`src/rtl/vend_pkg.sv`:
```
// rtl/vend_pkg.sv - shared state type, coin codes and coin decoding for the vending controller
package vend_pkg;

  localparam int CREDIT_W = 4;

  typedef enum logic [1:0] {
    IDLE     = 2'd0,
    CREDIT   = 2'd1,
    DISPENSE = 2'd2,
    CHANGE   = 2'd3
  } vend_state_e;

  localparam logic [1:0] COIN_NONE    = 2'b00;
  localparam logic [1:0] COIN_NICKEL  = 2'b01;
  localparam logic [1:0] COIN_DIME    = 2'b10;
  localparam logic [1:0] COIN_QUARTER = 2'b11;

  // Value of a coin in 5-cent units; the invalid code is worth nothing.
  function automatic logic [CREDIT_W-1:0] coin_units(input logic [1:0] code);
    case (code)
      COIN_NICKEL:  coin_units = 4'd1;
      COIN_DIME:    coin_units = 4'd2;
      COIN_QUARTER: coin_units = 4'd5;
      default:      coin_units = 4'd0;
    endcase
  endfunction

endpackage

```
`src/rtl/vend_pulse_timer.sv`:
```
// rtl/vend_pulse_timer.sv - down-counter that holds the dispense strobe for a fixed number of cycles
module vend_pulse_timer #(
  parameter int CYCLES = 4
) (
  input  logic clk,
  input  logic reset,
  input  logic start,
  output logic active,
  output logic done
);

  localparam int CNT_W = $clog2(CYCLES + 1);
  localparam logic [CNT_W-1:0] LOAD = CNT_W'(CYCLES);
  localparam logic [CNT_W-1:0] ONE  = CNT_W'(1);

  logic [CNT_W-1:0] cnt_q;
  logic [CNT_W-1:0] cnt_d;

  // Counter register; reset abandons any pulse in progress.
  always_ff @(posedge clk) begin
    if (reset) begin
      cnt_q <= '0;
    end else begin
      cnt_q <= cnt_d;
    end
  end

  // Load on start so the strobe is high from the next cycle, then count down to zero.
  always_comb begin
    cnt_d = cnt_q;
    if (start) begin
      cnt_d = LOAD;
    end else if (cnt_q != '0) begin
      cnt_d = cnt_q - ONE;
    end
  end

  // Strobe while counting; done marks the final strobe cycle so the owner can leave next cycle.
  always_comb begin
    active = (cnt_q != '0);
    done   = (cnt_q == ONE);
  end

endmodule

```
`src/rtl/vend_controller.sv`:
```
// rtl/vend_controller.sv - coin credit, dispense and change sequencer for the vending machine
module vend_controller
  import vend_pkg::*;
#(
  parameter int PRICE_UNITS     = 5,
  parameter int DISPENSE_CYCLES = 4
) (
  input  logic                clk,
  input  logic                reset,
  input  logic                coin_valid,
  input  logic [1:0]          coin_code,
  output logic                coin_accept,
  output logic                coin_reject,
  input  logic                cancel,
  output logic                dispense,
  output logic                change_nickel,
  input  logic                change_ack,
  output logic [CREDIT_W-1:0] credit,
  output logic                busy
);

  localparam logic [CREDIT_W:0] PRICE = (CREDIT_W + 1)'(PRICE_UNITS);

  vend_state_e         state_q;
  vend_state_e         state_d;
  logic [CREDIT_W-1:0] credit_q;
  logic [CREDIT_W-1:0] credit_d;
  logic                coin_reject_q;
  logic                coin_reject_d;

  logic                coin_taken;
  logic [CREDIT_W:0]   sum;
  logic [CREDIT_W:0]   vend_rem;
  logic                timer_start;
  logic                timer_active;
  logic                timer_done;

  vend_pulse_timer #(
    .CYCLES (DISPENSE_CYCLES)
  ) u_dispense_timer (
    .clk    (clk),
    .reset  (reset),
    .start  (timer_start),
    .active (timer_active),
    .done   (timer_done)
  );

  // State, credit and reject-pulse registers; reset drops any vend or refund in progress.
  always_ff @(posedge clk) begin
    if (reset) begin
      state_q       <= IDLE;
      credit_q      <= '0;
      coin_reject_q <= 1'b0;
    end else begin
      state_q       <= state_d;
      credit_q      <= credit_d;
      coin_reject_q <= coin_reject_d;
    end
  end

  // Next state: accumulate coins, vend at price, refund on cancel, pay change one nickel per ack.
  always_comb begin
    state_d     = state_q;
    credit_d    = credit_q;
    timer_start = 1'b0;

    coin_taken    = coin_valid && coin_accept && (coin_code != COIN_NONE);
    coin_reject_d = coin_valid && !coin_taken;

    // 5-bit sum so an out-of-range price setting cannot silently wrap the compare.
    sum      = {1'b0, credit_q} + (coin_taken ? {1'b0, coin_units(coin_code)} : '0);
    vend_rem = sum - PRICE;

    case (state_q)
      IDLE, CREDIT: begin
        if (cancel) begin
          // Cancel wins over a vend, so a price-reaching coin in the same cycle is refunded too.
          if (sum != '0) begin
            state_d  = CHANGE;
            credit_d = sum[CREDIT_W-1:0];
          end else begin
            state_d  = IDLE;
            credit_d = '0;
          end
        end else if (coin_taken) begin
          if (sum >= PRICE) begin
            state_d     = DISPENSE;
            credit_d    = vend_rem[CREDIT_W-1:0];
            timer_start = 1'b1;
          end else begin
            state_d  = CREDIT;
            credit_d = sum[CREDIT_W-1:0];
          end
        end
      end
      DISPENSE: begin
        if (timer_done) begin
          state_d = (credit_q != '0) ? CHANGE : IDLE;
        end
      end
      CHANGE: begin
        if (change_ack && change_nickel) begin
          credit_d = credit_q - 1'b1;
          if (credit_q == 4'd1) begin
            state_d = IDLE;
          end
        end
      end
      default: begin
        state_d  = IDLE;
        credit_d = '0;
      end
    endcase
  end

  // Outputs decode registered state only, so no input reaches an output combinationally.
  always_comb begin
    coin_accept   = (state_q == IDLE) || (state_q == CREDIT);
    busy          = (state_q == DISPENSE) || (state_q == CHANGE);
    change_nickel = (state_q == CHANGE) && (credit_q != '0);
    coin_reject   = coin_reject_q;
    credit        = credit_q;
    dispense      = timer_active;
  end

  // Credit headroom: the largest reachable sum is PRICE-1 plus a quarter.
  a_sum_fits: assert property (@(posedge clk) disable iff (reset) coin_taken |-> (sum <= 5'd15));

endmodule

```
`config.mk`:
```
export PLATFORM = sky130hd
export DESIGN_NAME = vend_controller
export DESIGN_NICKNAME = d
export VERILOG_FILES = /design/src/rtl/vend_pkg.sv /design/src/rtl/vend_pulse_timer.sv /design/src/rtl/vend_controller.sv
export SDC_FILE = /design/constraint.sdc
export NUM_CORES = 1
export LEC_CHECK = 0
export CAP_MARGIN = 15
export CORE_ASPECT_RATIO = 0.6
export CORE_MARGIN = 5
export CORE_UTILIZATION = 25
export CTS_BUF_LIST = sky130_fd_sc_hd__clkbuf_8 sky130_fd_sc_hd__clkbuf_16
export DETAILED_ROUTE_END_ITERATION = 8
export DONT_BUFFER_PORTS = 1
export PLACE_DENSITY = 0.44
export RECOVER_POWER = 100
export SYNTH_ARGS = -nofsm -noshare
export SYNTH_HDL_FRONTEND = slang
export SYNTH_HIERARCHICAL = 1
export SYNTH_SLANG_ARGS = --single-unit
```
`constraint.sdc`:
```
create_clock -name clk -period 3 [get_ports clk]
set_input_delay 0.75 -clock clk [delete_from_list [all_inputs] [get_ports clk]]
set_output_delay 0.75 -clock clk [all_outputs]
set_load 0.05 [all_outputs]
```
==> out/qor.csv <==
metric,value,unit
r2r_end,u_dispense_timer/cnt_q[0],
grt.overflow.total,0,
cts.clk_slew.worst_paths,0.05,ns
crit_chain,"nor2b_1, and2_1, ha_1, fa_1, xor2_2, buf_4, o21ai_1, a32o_1, a21o_1, a221oi_2",
grt.met3_usage,0.0393,
cts_hold_buf,0,
diodes,0,
drive_gt1_frac,0.234,
setup_viol,0,
p_sw,580,uW
clockBufferDepth,2,
slew_headroom,0.296,
synth.area.mux_share,0,
ant_nets,0,
track_usage,0.120,
clock_sinks,10,
clock_latency,0.24,ns
p_sw_frac,0.494,
multi_input_area,769,sq um
fmaxAchievable,352,MHz
grt_pass1_wl,5.04,mm
r2r_start,credit[1],
portBuffers,0,
synthTopCellsByCount,"dfxtp_1, ha_1, inv_1",
drt-vias-per-instance,5.20,
initial_core_util,0.253,
first_pass_iters,4,
wl_per_cell,16.1,um
final_util,0.303,
die_w,92.5,um
startpoint,coin_valid,
p_int,595,uW
synth-xor-area-share,0.0331,
die_h,59.5,um
synthAdderAreaFrac,0.142,
r2r_slack,0.31,ns
hold_path_depth,2,
yosysTopAreaCellShare,0.196,
gr-usage-met2,0.155,
clkPwrFrac,0.147,
setup_tns,0,ns
areaGrowthSynthToFinish,19.5,%
min-delay-start,u_dispense_timer/cnt_q[1],
place.gp.congestion,0.775,
grt_use_met1,0.183,
gr-max-usage-layer,met1,
synth_top_area_cell,dfxtp_1,
dp_hpwl,2.49,mm
seq_area,200,sq um
antenna_found_initial,0,
skew,0.000775,ns
p_comb_frac,0.662,
grt_pass1_vias,953,
required,3.14,ns
cp-start-kind,input port,
grt_max_degree,14,
crit_end,state_q[1],
synth_async_sr_flop_share,0,
timing.hold.ws,0.527,ns
synth_edf_count,0,
seq_area_frac_synth,0.196,
nFillCells,443,
synth-simple-area-share,0.263,
worst-path-max-fanout,4,
stdcell_count,187,
synth_compound_area_frac,0.316,
synth_area,1020,sq um
drcViolationCount,0,
hold_viol,0,
synth_cell_types,50,
cp_data_arrival_time,2.99,ns
cp_slowest_cell,fa_1,
io_pins,16,
share_seq_of_total_power,0.190,
total_power,1180,uW
cp_slowest_stage_delay,0.46,ns
layout.nets,156,
fin_crit_sh,0.947,
grt_setup_unrepaired,no,
avgSynthCellArea,8.37,sq um
synth_top_family_by_area,compound AO/OA/AOI/OAI gates,
worst_slew_pin_slew,1.06,ns
cts_tree,yes,
hold_class,flip-flop to flip-flop,
status,"complete, no violations",
place_inst,183,
rows,18,
core,4030,sq um
cts_max_level,1,
ys_ff_latch,10,
first_iter_violations,75,
wl,3.01,mm
maxCapViolations,0,
synth_area_leaders,"dfxtp_1, ha_1, a21oi_1",
synth.net_count,140,
clock-root-buffer,clkbuf_8,
die_area,5500,sq um
period_minus_slack,2.84,ns
pwr_density_cell,964,nW/um^2
vdd_drop_max,0.311,mV
synthFlopType,dfxtp_1,
yosysWarnings,6,
cp-end-kind,flip-flop,
crit_type,input port to flip-flop,
slew_violations,0,
p_leak,0.000524,uW
netlist_instances,122,
via_count,973,
ff2ff_path_depth,7,
cts_buffers,3,
[layer usage]
metal,wire length (um),vias to the layer above
met2,1120,29
met1,1610,451
met5,0,-
met4,17,0
met3,257,2
li1,-,491
[logic make-up after synthesis]
family	after synthesis
AND/OR/NAND/NOR	45
flip-flops	10
AO/OA/AOI/OAI	40
XOR/XNOR	3
adder cells (fa/ha/maj)	11
buffers and inverters	13
[cell usage in the layout, fill, tap and decap left out, drive strengths merged, types with 2 or more instances in the layout]
cell	n
nor2	9
nand3	4
nand4	2
and3	4
a221o	3
buf	10
nand2	8
nor2b	3
ha	10
o21ai	6
nor3	4
a31oi	2
a22oi	3
a21oi	9
o211ai	3
o211a	2
dfxtp	10
a21o	2
a221oi	2
inv	10
or2	3
clkbuf	8
nor4bb	2
xnor2	2
[critical path: cells and delay by family]
| family | cells | cell delay (ns) |
|---|---|---|
| xor gates and xnor gates | 1 | 0.30 |
| and+or+nand+nor | 2 | 0.31 |
| buffers and inverters | 1 | 0.16 |
| adders and majority gates | 2 | 0.66 |
| AOI/OAI and AO/OA | 4 | 0.81 |
[worst min path at each step]
stage,end,slack (ns)
6_report,u_dispense_timer/cnt_q[1],0.53
5_1_grt,u_dispense_timer/cnt_q[1],0.56
4_1_cts,u_dispense_timer/cnt_q[1],0.53
3_5_place_dp,u_dispense_timer/cnt_q[1],0.52
3_3_place_gp,u_dispense_timer/cnt_q[1],0.52
2_1_floorplan,u_dispense_timer/cnt_q[1],0.50
[power by group through the flow]
stage	Combinational, uW	Clock, uW	Sequential, uW
after global routing	861	188	230
after global placement	785	0	228
after CTS	800	182	225
after detailed placement	793	0	228
final	779	173	224
after floorplan	544	0	281
[state kept, by name, indices dropped and copies added (netlist names)]
| register | cells |
|---|---|
| state_q | 2 |
| u_dispense_timer/cnt_q | 3 |
| credit | 4 |
| coin_reject | 1 |
[metrics by stage]
stage	cell area [sq um]	setup WS [ns]
floorplan	1020	0.0669
global placement	1180	-0.0380
detailed placement	1180	-0.148
CTS	1230	0.123
global route	1220	0.00268
finish	1220	0.158
[layout make-up]
type,instances,area share
well taps,50,0.0513
flip-flops and latches,10,0.164
repair buffers,14,0.0779
clock buffers,4,0.0451
multi-input cells,99,0.631
inverters,10,0.0308
[timing repair]
item / CTS / global route
hold endpoints to repair: 0 / 0
setup endpoints to repair: 0 / 3
buffers inserted: 0 / 0
gates resized for setup: 0 / 1
(Power assumes the default switching activity.)
